### config.mk
export PLATFORM = sky130hd
export DESIGN_NAME = wb_stage
export DESIGN_NICKNAME = d
export VERILOG_FILES = /design/src/rtl/wb_stage.sv
export SDC_FILE = /design/constraint.sdc
export NUM_CORES = 1
export LEC_CHECK = 0
export ABC_AREA = 1
export CAP_MARGIN = 10
export CORE_MARGIN = 2
export CORE_UTILIZATION = 43
export DETAILED_ROUTE_END_ITERATION = 8
export GPL_TIMING_DRIVEN = 0
export PLACE_DENSITY = 0.88
export RECOVER_POWER = 50
export SETUP_SLACK_MARGIN = 0.2
export SYNTH_ARGS = -nofsm -noshare
export SYNTH_HDL_FRONTEND = slang
export SYNTH_SLANG_ARGS = --single-unit
### constraint.sdc
create_clock -name clk -period 2.85 [get_ports clk]
set_clock_uncertainty 0.1 [all_clocks]
set_input_delay 0.4275 -clock clk [delete_from_list [all_inputs] [get_ports clk]]
set_output_delay 0.4275 -clock clk [all_outputs]
set_load 0.03 [all_outputs]
### src/rtl/wb_stage.sv
// wb_stage: writeback stage of the WISC-SP13 pipeline.
// Latches MEM/WB, selects the write-back value and destination register,
// and owns retirement (retired counter, HALT/ERROR state machine).
module wb_stage (
  input  logic        clk,
  input  logic        rst,
  input  logic        stall,
  input  logic        in_valid,
  input  logic [15:0] in_instr,
  input  logic [15:0] in_alu_out,
  input  logic [15:0] in_mem_data,
  input  logic [15:0] in_pc_inc,
  input  logic        in_mem_to_reg,
  input  logic        in_link,
  input  logic        in_reg_write,
  input  logic [1:0]  in_reg_dst,
  input  logic        in_dump,
  input  logic        in_err,
  output logic [15:0] write_data,
  output logic [2:0]  reg_wr_sel,
  output logic        reg_write,
  output logic        halted,
  output logic        err,
  output logic [15:0] retired_count
);

  typedef enum logic [1:0] {
    ST_RUN,
    ST_HALTED,
    ST_ERROR
  } state_e;

  // Only instr[10:2] (Rs, Rt, Rd fields) is ever consumed, so only those bits are kept.
  typedef struct packed {
    logic        valid;
    logic [8:0]  rf_fields;   // in_instr[10:2]
    logic [15:0] alu_out;
    logic [15:0] mem_data;
    logic [15:0] pc_inc;
    logic        mem_to_reg;
    logic        link;
    logic        reg_write;
    logic [1:0]  reg_dst;
    logic        dump;
    logic        err_flag;
  } latch_t;

  latch_t      l_q, l_d;
  state_e      state_q, state_d;
  logic [15:0] count_q, count_d;
  logic        run;
  logic        retire;

  // Opcode and function bits of the instruction carry no writeback meaning.
  logic unused_instr_bits;
  assign unused_instr_bits = ^{in_instr[15:11], in_instr[1:0]};

  assign run    = (state_q == ST_RUN);
  assign retire = run & l_q.valid & ~l_q.err_flag;

  // MEM/WB latch next value: a stall or a stopped machine turns the slot into a bubble.
  always_comb begin
    l_d            = '0;
    l_d.valid      = in_valid & ~stall & run;
    l_d.rf_fields  = in_instr[10:2];
    l_d.alu_out    = in_alu_out;
    l_d.mem_data   = in_mem_data;
    l_d.pc_inc     = in_pc_inc;
    l_d.mem_to_reg = in_mem_to_reg;
    l_d.link       = in_link;
    l_d.reg_write  = in_reg_write;
    l_d.reg_dst    = in_reg_dst;
    l_d.dump       = in_dump;
    l_d.err_flag   = in_err;
  end

  // Retirement state machine and counter next-state; error takes priority over HALT.
  always_comb begin
    // NOTE: every output of a combinational block gets a default first so no path leaves it unassigned (no latch).
    state_d = state_q;
    count_d = count_q + {15'd0, retire};
    case (state_q)
      ST_RUN: begin
        if (l_q.valid && l_q.err_flag)  state_d = ST_ERROR;
        else if (l_q.valid && l_q.dump) state_d = ST_HALTED;
      end
      default: state_d = state_q;
    endcase
  end

  // State registers; reset clears the latch so an in-flight write is dropped at once.
  always_ff @(posedge clk or posedge rst) begin
    // NOTE: sequential state uses non-blocking assignments so all registers update together on the edge.
    if (rst) begin
      l_q     <= '0;
      state_q <= ST_RUN;
      count_q <= '0;
    end else begin
      l_q     <= l_d;
      state_q <= state_d;
      count_q <= count_d;
    end
  end

  // Write-back value, destination decode and write enable, all straight from the latch.
  always_comb begin
    write_data = l_q.link       ? l_q.pc_inc   :
                 l_q.mem_to_reg ? l_q.mem_data : l_q.alu_out;
    case (l_q.reg_dst)
      2'b00:   reg_wr_sel = l_q.rf_fields[2:0];   // Rd = instr[4:2]
      2'b01:   reg_wr_sel = l_q.rf_fields[5:3];   // Rt = instr[7:5]
      2'b10:   reg_wr_sel = l_q.rf_fields[8:6];   // Rs = instr[10:8]
      default: reg_wr_sel = 3'd7;                 // link register
    endcase
    reg_write = l_q.valid & l_q.reg_write & ~l_q.dump & ~l_q.err_flag & run;
  end

  assign halted        = (state_q == ST_HALTED);
  assign err           = (state_q == ST_ERROR);
  assign retired_count = count_q;

endmodule
==> results by stage, run 1 <==
Outcome:
- The flow ran to the end, and the final reports show no timing, DRC or antenna violations.

Timing:
- The minimum period implied by the final worst setup slack is about 2.4 ns.
- Setup repair after global routing left no endpoint under its margin.
- On the final layout, the worst hold slack is 0.402 ns.
- Derived from the worst setup path, the maximum achievable clock frequency is 0.412 GHz.
- The worst slew slack as a fraction of its limit is 0.161.
- Of the available clock period, the critical path in the final layout requires 0.852.
- The aggregate negative setup slack is 0 ns.
- The final-report setup violation count is 0.
- The number of hold-slack violations in the final timing report was 0.
- The transition time at the pin with the least slew margin is 1.25 ns.
- The total count of max-transition violations in the final report is 0.

Setup path:
- The launching element of the worst setup path is l_q[6].
- The critical path goes through buf_2 > inv_2 > nand2_1 > a21oi_1 > clkdlybuf4s50_1.
- Across all register-to-register paths, the minimum setup slack is 0.96 ns.
- STA classifies the critical path endpoint as an output port.
- The largest single stage delay on the critical path is about 0.69 ns.
- In this run the critical register-to-register path is launched from state_q[1].
- Counting cells, the worst reg-to-reg path comes to 10.
- The arrival time at the worst endpoint is around 1.9 ns.
- The end of the worst register-to-register path is retired_count[14].
- The required arrival time at the worst endpoint is 2.32 ns.
- The setup path with the least slack is of type reg2out.
- The startpoint type of the worst setup path is a flop.
- Of all nets on the critical path, the largest fanout is 8.
- The standard cell with the maximum stage delay on the critical path is sky130_fd_sc_hd__clkdlybuf4s50_1.

Floorplan:
- The number of core rows is 30.
- The die covers 7520 sq um.
- For this configuration, the core starts out at a cell density of 0.438.
- The chip width is 86.7 um.
- The placeable core area is 6720 sq um.
- The floorplan die height is 86.7 um.
- 113 I/O pins were placed.

GRT:
- The number of global-route vias before repair came to 2197.
- The first-pass GRT wire length is about 10000 um.
- The largest net degree at the start of global routing is 31.
- For this run, the total global-route usage over all layers was measured as 0.177.
- The number of antenna violations at the first check in global routing is 1.
- The total grt overflow is 0.

Clock tree:
- The clock passes through at most 2 buffers.
- The clock tree from TritonCTS is yes.
- The clock latency of the later-clocked register in the worst-skew pair is 0.33 ns.
- The H-tree depth reported by CTS is 3.
- The clock sink count is 83.
- TritonCTS created 9 clock buffers.
- The clock-pin slew on the worst setup and hold paths is roughly 0.080 ns.
- The root buffer cell is sky130_fd_sc_hd__clkbuf_8.

Min path:
- The endpoint of the worst hold path is state_q[1].
- The startpoint identified for the worst hold timing path is l_q[0].
- Along the worst hold path, the cell count comes to 2.
- The classification of the worst-slack hold path is reg2reg.

Routing:
- The average detailed-routed wire length per instance is between 10 and 15 um.
- The via density per instance is between 4 and 5.
- In this run, the number of DRC markers left after iteration 0 of detailed routing was 66.
- The first detailed-routing pass ran for 4 iterations.
- The detail route stage leaves a number of antenna-violating nets equal to 0.
- The total wire length after detailed routing is approximately 6400 um.
- The total via count in the routed design is 2165.
- For this run, design rule violations remaining after detail routing come to 0.

Final layout:
- The final design instance area without fill is between 4000 and 5000 sq um.
- Relative to the synthesized area, the layout overhead comes to 46.4%.
- The post-layout net count is 457.
- The number of inserted filler cells in the final layout is about 540.
- The share of cells above drive strength 1 is 0.0990.

Job:
- Max-cap violations in this run came to 0.

Synthesis:
- Synthesis handed over a netlist of 261 instances.
- Of the synthesized area, sequential elements account for 0.706.
- Summing every instance area after synthesis gives between 2000 and 3000 sq um.
- The Yosys warning count is 0.
- The mean instance size in the synthesized netlist is around 11 sq um.
- Counting every net in the synthesized netlist gives about 340.
- The number of different library cells used by synthesis comes to 20.
- The synthesis-stage register bit count is between 80 and 90.

Placed design:
- The total of buffers placed on input and output ports is 105.
- The final weighted congestion of routability-driven global placement is 0.792.
- In this run the cell area measured after placement is 4140 sq um.
- Summed over all nets, the half-perimeter wirelength after detailed placement is 4720 um.

Pwr:
- The completed layout was analyzed and its total power is about 2500 uW.
- The power per standard cell area is 576 nW/um^2.
- VDD sags by at most 311 uV.
- The standby leakage power is 0.00194 uW.
[final cells by class]
| type | count | area [sq um] | area share |
|---|---|---|---|
| Antenna cell | 1 | 2.50 | 0.000581 |
| Buffer | 6 | 32.5 | 0.00755 |
| Clock buffer | 13 | 149 | 0.0346 |
| Clock inverter | 3 | 46.3 | 0.0107 |
| Inverter | 18 | 68.8 | 0.0160 |
| Multi-Input combinational cell | 154 | 766 | 0.178 |
| Sequential cell | 83 | 2080 | 0.482 |
| Tap cell | 80 | 100 | 0.0232 |
| Timing Repair Buffer | 107 | 1070 | 0.247 |
[worst max-delay path by stage]
| stage | endpoint | slack, ns | cells after the start |
|---|---|---|---|
| after CTS | write_data[4] | 0.27 | 5 |
| after global routing | l_q[16] | 0.23 | 4 |
| after floorplan | write_data[10] | 1.03 | 5 |
| after global placement | write_data[5] | 0.51 | 6 |
| final | write_data[2] | 0.42 | 5 |
| after detailed placement | write_data[14] | 0.54 | 6 |
[routing by layer]
layer,global-route usage,part of all wire,vias to the layer above
met2,0.312,0.51,58
met5,0,0,-
met3,0.0410,0.051,10
li1,-,-,1064
met4,0.0724,0.016,0
met1,0.210,0.42,1033
[worst max-delay path, delay by kind of cell, from the launching register on]
kind            cells  cell delay, ns
compound gates      1            0.14
simple gates        1            0.07
buf+inv             3            1.00
flops               1            0.36
[cell usage in the layout (no fill, tap or decap), types with 2 or more instances in the layout]
cell / n
sky130_fd_sc_hd__dlygate4sd2_1: 10
sky130_fd_sc_hd__nand2_1: 49
sky130_fd_sc_hd__dfrtp_1: 83
sky130_fd_sc_hd__inv_1: 14
sky130_fd_sc_hd__nand3_1: 10
sky130_fd_sc_hd__nand3b_1: 2
sky130_fd_sc_hd__clkdlybuf4s50_1: 29
sky130_fd_sc_hd__xnor2_1: 3
sky130_fd_sc_hd__dlygate4sd3_1: 65
sky130_fd_sc_hd__clkbuf_1: 3
sky130_fd_sc_hd__o21ai_0: 4
sky130_fd_sc_hd__xor2_1: 5
sky130_fd_sc_hd__clkbuf_8: 10
sky130_fd_sc_hd__nand2_2: 4
sky130_fd_sc_hd__buf_2: 5
sky130_fd_sc_hd__inv_2: 3
sky130_fd_sc_hd__a21oi_1: 32
sky130_fd_sc_hd__nor2_4: 2
sky130_fd_sc_hd__nand4_1: 3
sky130_fd_sc_hd__o21ai_1: 2
sky130_fd_sc_hd__nor2_2: 6
sky130_fd_sc_hd__ha_1: 3
sky130_fd_sc_hd__nor2_1: 28
[cells by family (layout without fill, tap and decap cells)]
group | Yosys count | after routing | synth area share
compound gates | 38 | 38 | 0.0646
xor+xnor | 8 | 8 | 0.0238
fa+ha+maj | 3 | 3 | 0.0128
buf+inv | 24 | 147 | 0.0340
flops | 83 | 83 | 0.706
other cells | 0 | 1 | 0
simple gates | 105 | 105 | 0.159
[cell usage after synthesis, drive strengths merged]
master  count  area share
inv        18       0.023
nand2      53       0.071
nand3b      2      0.0051
ha          3       0.013
xnor2       3      0.0089
a21oi      32       0.054
nor2       36       0.056
dfrtp      83        0.71
buf         6       0.011
nand4       3      0.0064
xor2        5       0.015
o21ai       6       0.010
nand3      11       0.020
[through the flow]
step,setup slack (ns),util,instances
after global placement,0.510,0.610,446
after detailed placement,0.537,0.616,448
after floorplan,1.03,-,261
final,0.420,0.641,465
after global routing,0.235,0.641,465
after CTS,0.272,0.643,464
[sequential cells by signal, indices dropped and copies added (netlist names)]
register	flops
l_q	65
state_q	2
retired_count	16
[what timing repair did]
item                                    CTS  global route
setup buffers                             0             0
resized for setup                        10             1
cloned                                    0             0
hold buffers                              0             0
endpoints found under the setup margin   10             1
[where the power goes]
| part | switching (uW) | total (uW) | internal [uW] |
|---|---|---|---|
| sequential | 36.7 | 1280 | 1250 |
| clock | 401 | 835 | 434 |
| combinational | 199 | 363 | 163 |
| total | 637 | 2480 | 1840 |
No activity file was read; power rests on OpenSTA's default activity.
==> run 2, diff against run 1 <==
- CORE_UTILIZATION: 43 -> 39
- PLACE_DENSITY: 0.88 -> 0.84
- clock period: 2.85 -> 2.11 ns (I/O delays scaled with it)
==> run 2 against run 1 <==
Sequential share of layout area fell by 2.7 points; critical endpoint is now retired_count[1]; total power rose by 44%; highest routed layer unchanged; routed wire length rose by 11%; non-clock buffer count rose by 6; global-route usage rose by 0.39 points.
==> results by stage, run 2 (same netlist as run 1, synthesis figures left out) <==
Outcome:
- The flow ran to the end, and the final reports show no timing, DRC or antenna violations.

Clock tree:
- The clock latency of the later-clocked register in the worst-skew pair is 0.33 ns (about the same).
- The clock sink count is 83 (unchanged).
- The maximum root-to-sink buffer count is 2 (unchanged).
- Clock tree synthesis selected as its root buffer the cell sky130_fd_sc_hd__clkbuf_8.
- The total clock buffers created by CTS was 9 (unchanged).
- The H-tree depth reported by CTS is 3 (unchanged).
- The count of hold-fix buffers inserted at cts came to 0 (unchanged).
- The clock-pin slew on the worst setup and hold paths was 0.08 ns (about the same).
- The clock tree from TritonCTS is yes.

Pwr:
- The sum of internal, switching and leakage power was 3560 uW (+44%).
- The power per standard cell area came to 780 nW/um^2 (+36%).
- The highest ir drop seen on vdd came to 698 uV (+120%).
- The standby leakage power came to 0.00214 uW (+10%).

GRT:
- The number of antenna violations at the first check in global routing is 1 (unchanged).
- The total grt overflow is 0 (unchanged).
- The global routing usage summed across all routing layers is 0.181 (+0.00388).
- The largest net degree at the start of global routing is 43 (+39%).
- The number of global-route vias before repair was 2420 (+10%).
- The first-pass GRT wire length is 11600 um (+15%).

Final layout:
- The final core area utilization came to 0.626 (-0.0147).
- The register name with the most flops is l_q.
- The number of flip-flops under the largest register name is 65 (unchanged).
- The register area is 2080 sq um (unchanged).
- In the layout the commonest cells are 83 x sky130_fd_sc_hd__dfrtp_1, 65 x sky130_fd_sc_hd__dlygate4sd3_1, 49 x sky130_fd_sc_hd__nand2_1, 27 x sky130_fd_sc_hd__nor2_1, 22 x sky130_fd_sc_hd__a21oi_1.
- The library cell used most frequently in the layout, excluding fill and tap cells, is sky130_fd_sc_hd__dfrtp_1.
- The post-layout net count was 463 (+1.3%).
- The number of inserted filler cells in the final layout is 602 (+12%).
- The growth of design area from synthesis to finish is 55.2%.
- The share of cells above drive strength 1 came to 0.205 (+0.106).
- The footprint of the multi-input gates is 833 sq um (+8.8%).

Timing:
- The minimum period implied by the final worst setup slack is 1.88 ns.
- Setup repair after global routing could not meet its margin everywhere.
- The maximum achievable frequency is 0.532 GHz.
- The final-report setup violation count was 0 (unchanged).
- The number of hold-slack violations in the final timing report is 0 (unchanged).
- The final worst-path cycle share is 0.891.
- The worst slew slack as a fraction of its limit is 0.398 (+0.237).
- The total count of max-transition violations in the final report was 0 (unchanged).
- The aggregate negative setup slack is 0 ns (unchanged).
- The minimum setup slack in the final design is 0.230 ns (-0.190 ns).
- The transition time at the pin with the least slew margin is 0.901 ns (-0.351 ns).
- The final hold slack is 0.402 ns (-0.000231 ns).

Setup path:
- The required arrival time at the worst endpoint is 1.69 ns (-0.63 ns).
- The delay of the slowest critical-path stage came to 0.70 ns (about the same).
- The cell family with the largest share of critical-path delay is buffers and inverters.
- The critical path endpoint category is an output port.
- By startpoint and endpoint, the worst setup path is classified as reg2out.
- The worst setup path is launched from a flop.
- The critical path goes through clkdlybuf4s50_1.
- The arrival time at the worst endpoint is 1.46 ns (-0.44 ns).
- The sum of buffers and inverters on the critical path is 1 (-2).
- The largest individual stage delay along the critical path comes from the cell sky130_fd_sc_hd__clkdlybuf4s50_1.
- The largest fanout on the critical path is 3 (-5).

Routing:
- The sum of met2 wire segment lengths after detailed routing came to 3830 um (+18%).
- The via density per instance is 4.55 (-2.3%).
- After detailed routing, no signal wire sits above met4.
- The total wire length after detailed routing is 7070 um (+11%).
- The detailed-router iteration count before antenna repair came to 3 (-1).
- The wire length on met1 was 2820 um (+4.5%).
- The remaining antenna violation count was 0 (unchanged).
- The number of remaining DRC errors is 0 (unchanged).
- The number of DRC markers after the initial detailed-route iteration was 103 (+56%).
- The total via count in the routed design came to 2228 (+2.9%).
- The average detailed-routed wire length per instance was 14.4 um (+5.3%).
- The length of routed met3 wiring is 293 um (-10%).

Placed design:
- The final weighted congestion of routability-driven global placement is 0.820 (+3.5%).
- The post-DP HPWL came to 4900 um (+3.8%).
- The placement-stage worst setup slack came to -0.150 ns (-0.687 ns).
- The total of buffers placed on input and output ports is 105 (unchanged).

Floorplan:
- The chip width is 90.9 um (+4.8%).
- The number of core rows is 31 (+3.3%).
- The placeable core area was 7290 sq um (+8.5%).
- The area of the die is 8260 sq um (+9.8%).
- The floorplan die height is 90.9 um (+4.8%).
- The number of top-level pins is 113 (unchanged).
- The starting utilization of the core area is 0.404 (-0.0344).

Min path:
- In this run the worst hold path is classified as in2reg.

Job:
- The number of max-cap violations came to 0 (unchanged).
## run 2: final timing paths
| check | from | end | slack [ns] | depth (start not counted) |
|---|---|---|---|---|
| max in group asynchronous | rst | l_q[52] | 0.69 | 3 |
| setup reg to reg | state_q[1] | retired_count[10] | 0.29 | 10 |
| setup / recovery | retired_count[1] | retired_count[1] | 0.23 | 1 |
| hold reg to reg | l_q[0] | state_q[1] | 0.40 | 2 |
| hold / removal | in_valid | l_q[64] | 0.40 | 3 |
| min in group asynchronous | rst | retired_count[11] | 0.55 | 2 |
## run 2: final cells by class
| class | count | share of cell area |
|---|---|---|
| antenna | 1 | 0.000548 |
| timing repair buffer | 113 | 0.247 |
| sequential | 83 | 0.455 |
| multi-input combinational | 154 | 0.182 |
| clock buffer | 10 | 0.0301 |
| inverter | 18 | 0.0211 |
| clock inverter | 6 | 0.0211 |
| buffer | 6 | 0.0164 |
| tap | 99 | 0.0271 |
## run 2: power breakdown
group          total [uW]  switching [uW]  internal, uW  leakage [uW]
Combinational         530             289           241       0.00102
Sequential           1740            55.0          1680       0.00100
Clock                1300             584           714      0.000115
Total                3560             928          2640       0.00214
## run 2: what timing repair did
item / 4_1_cts / 5_1_grt
cloned: 2 / 0
resized for setup: 128 / 33
setup endpoints to repair: 27 / 25
pin swaps: 1 / 3
buffers inserted: 5 / 0
## run 2: metrics by stage
step	area, sq um	cells
5_1_grt	4570	490
3_3_place_gp	4120	465
2_1_floorplan	2950	261
6_report	4570	490
3_5_place_dp	4140	466
4_1_cts	4470	489
## run 2: per-layer routing
layer / track usage / up-vias
met3: 0.0409 / 10
met5: 0 / -
met2: 0.325 / 59
li1: - / 1081
met1: 0.212 / 1078
met4: 0.0694 / 0
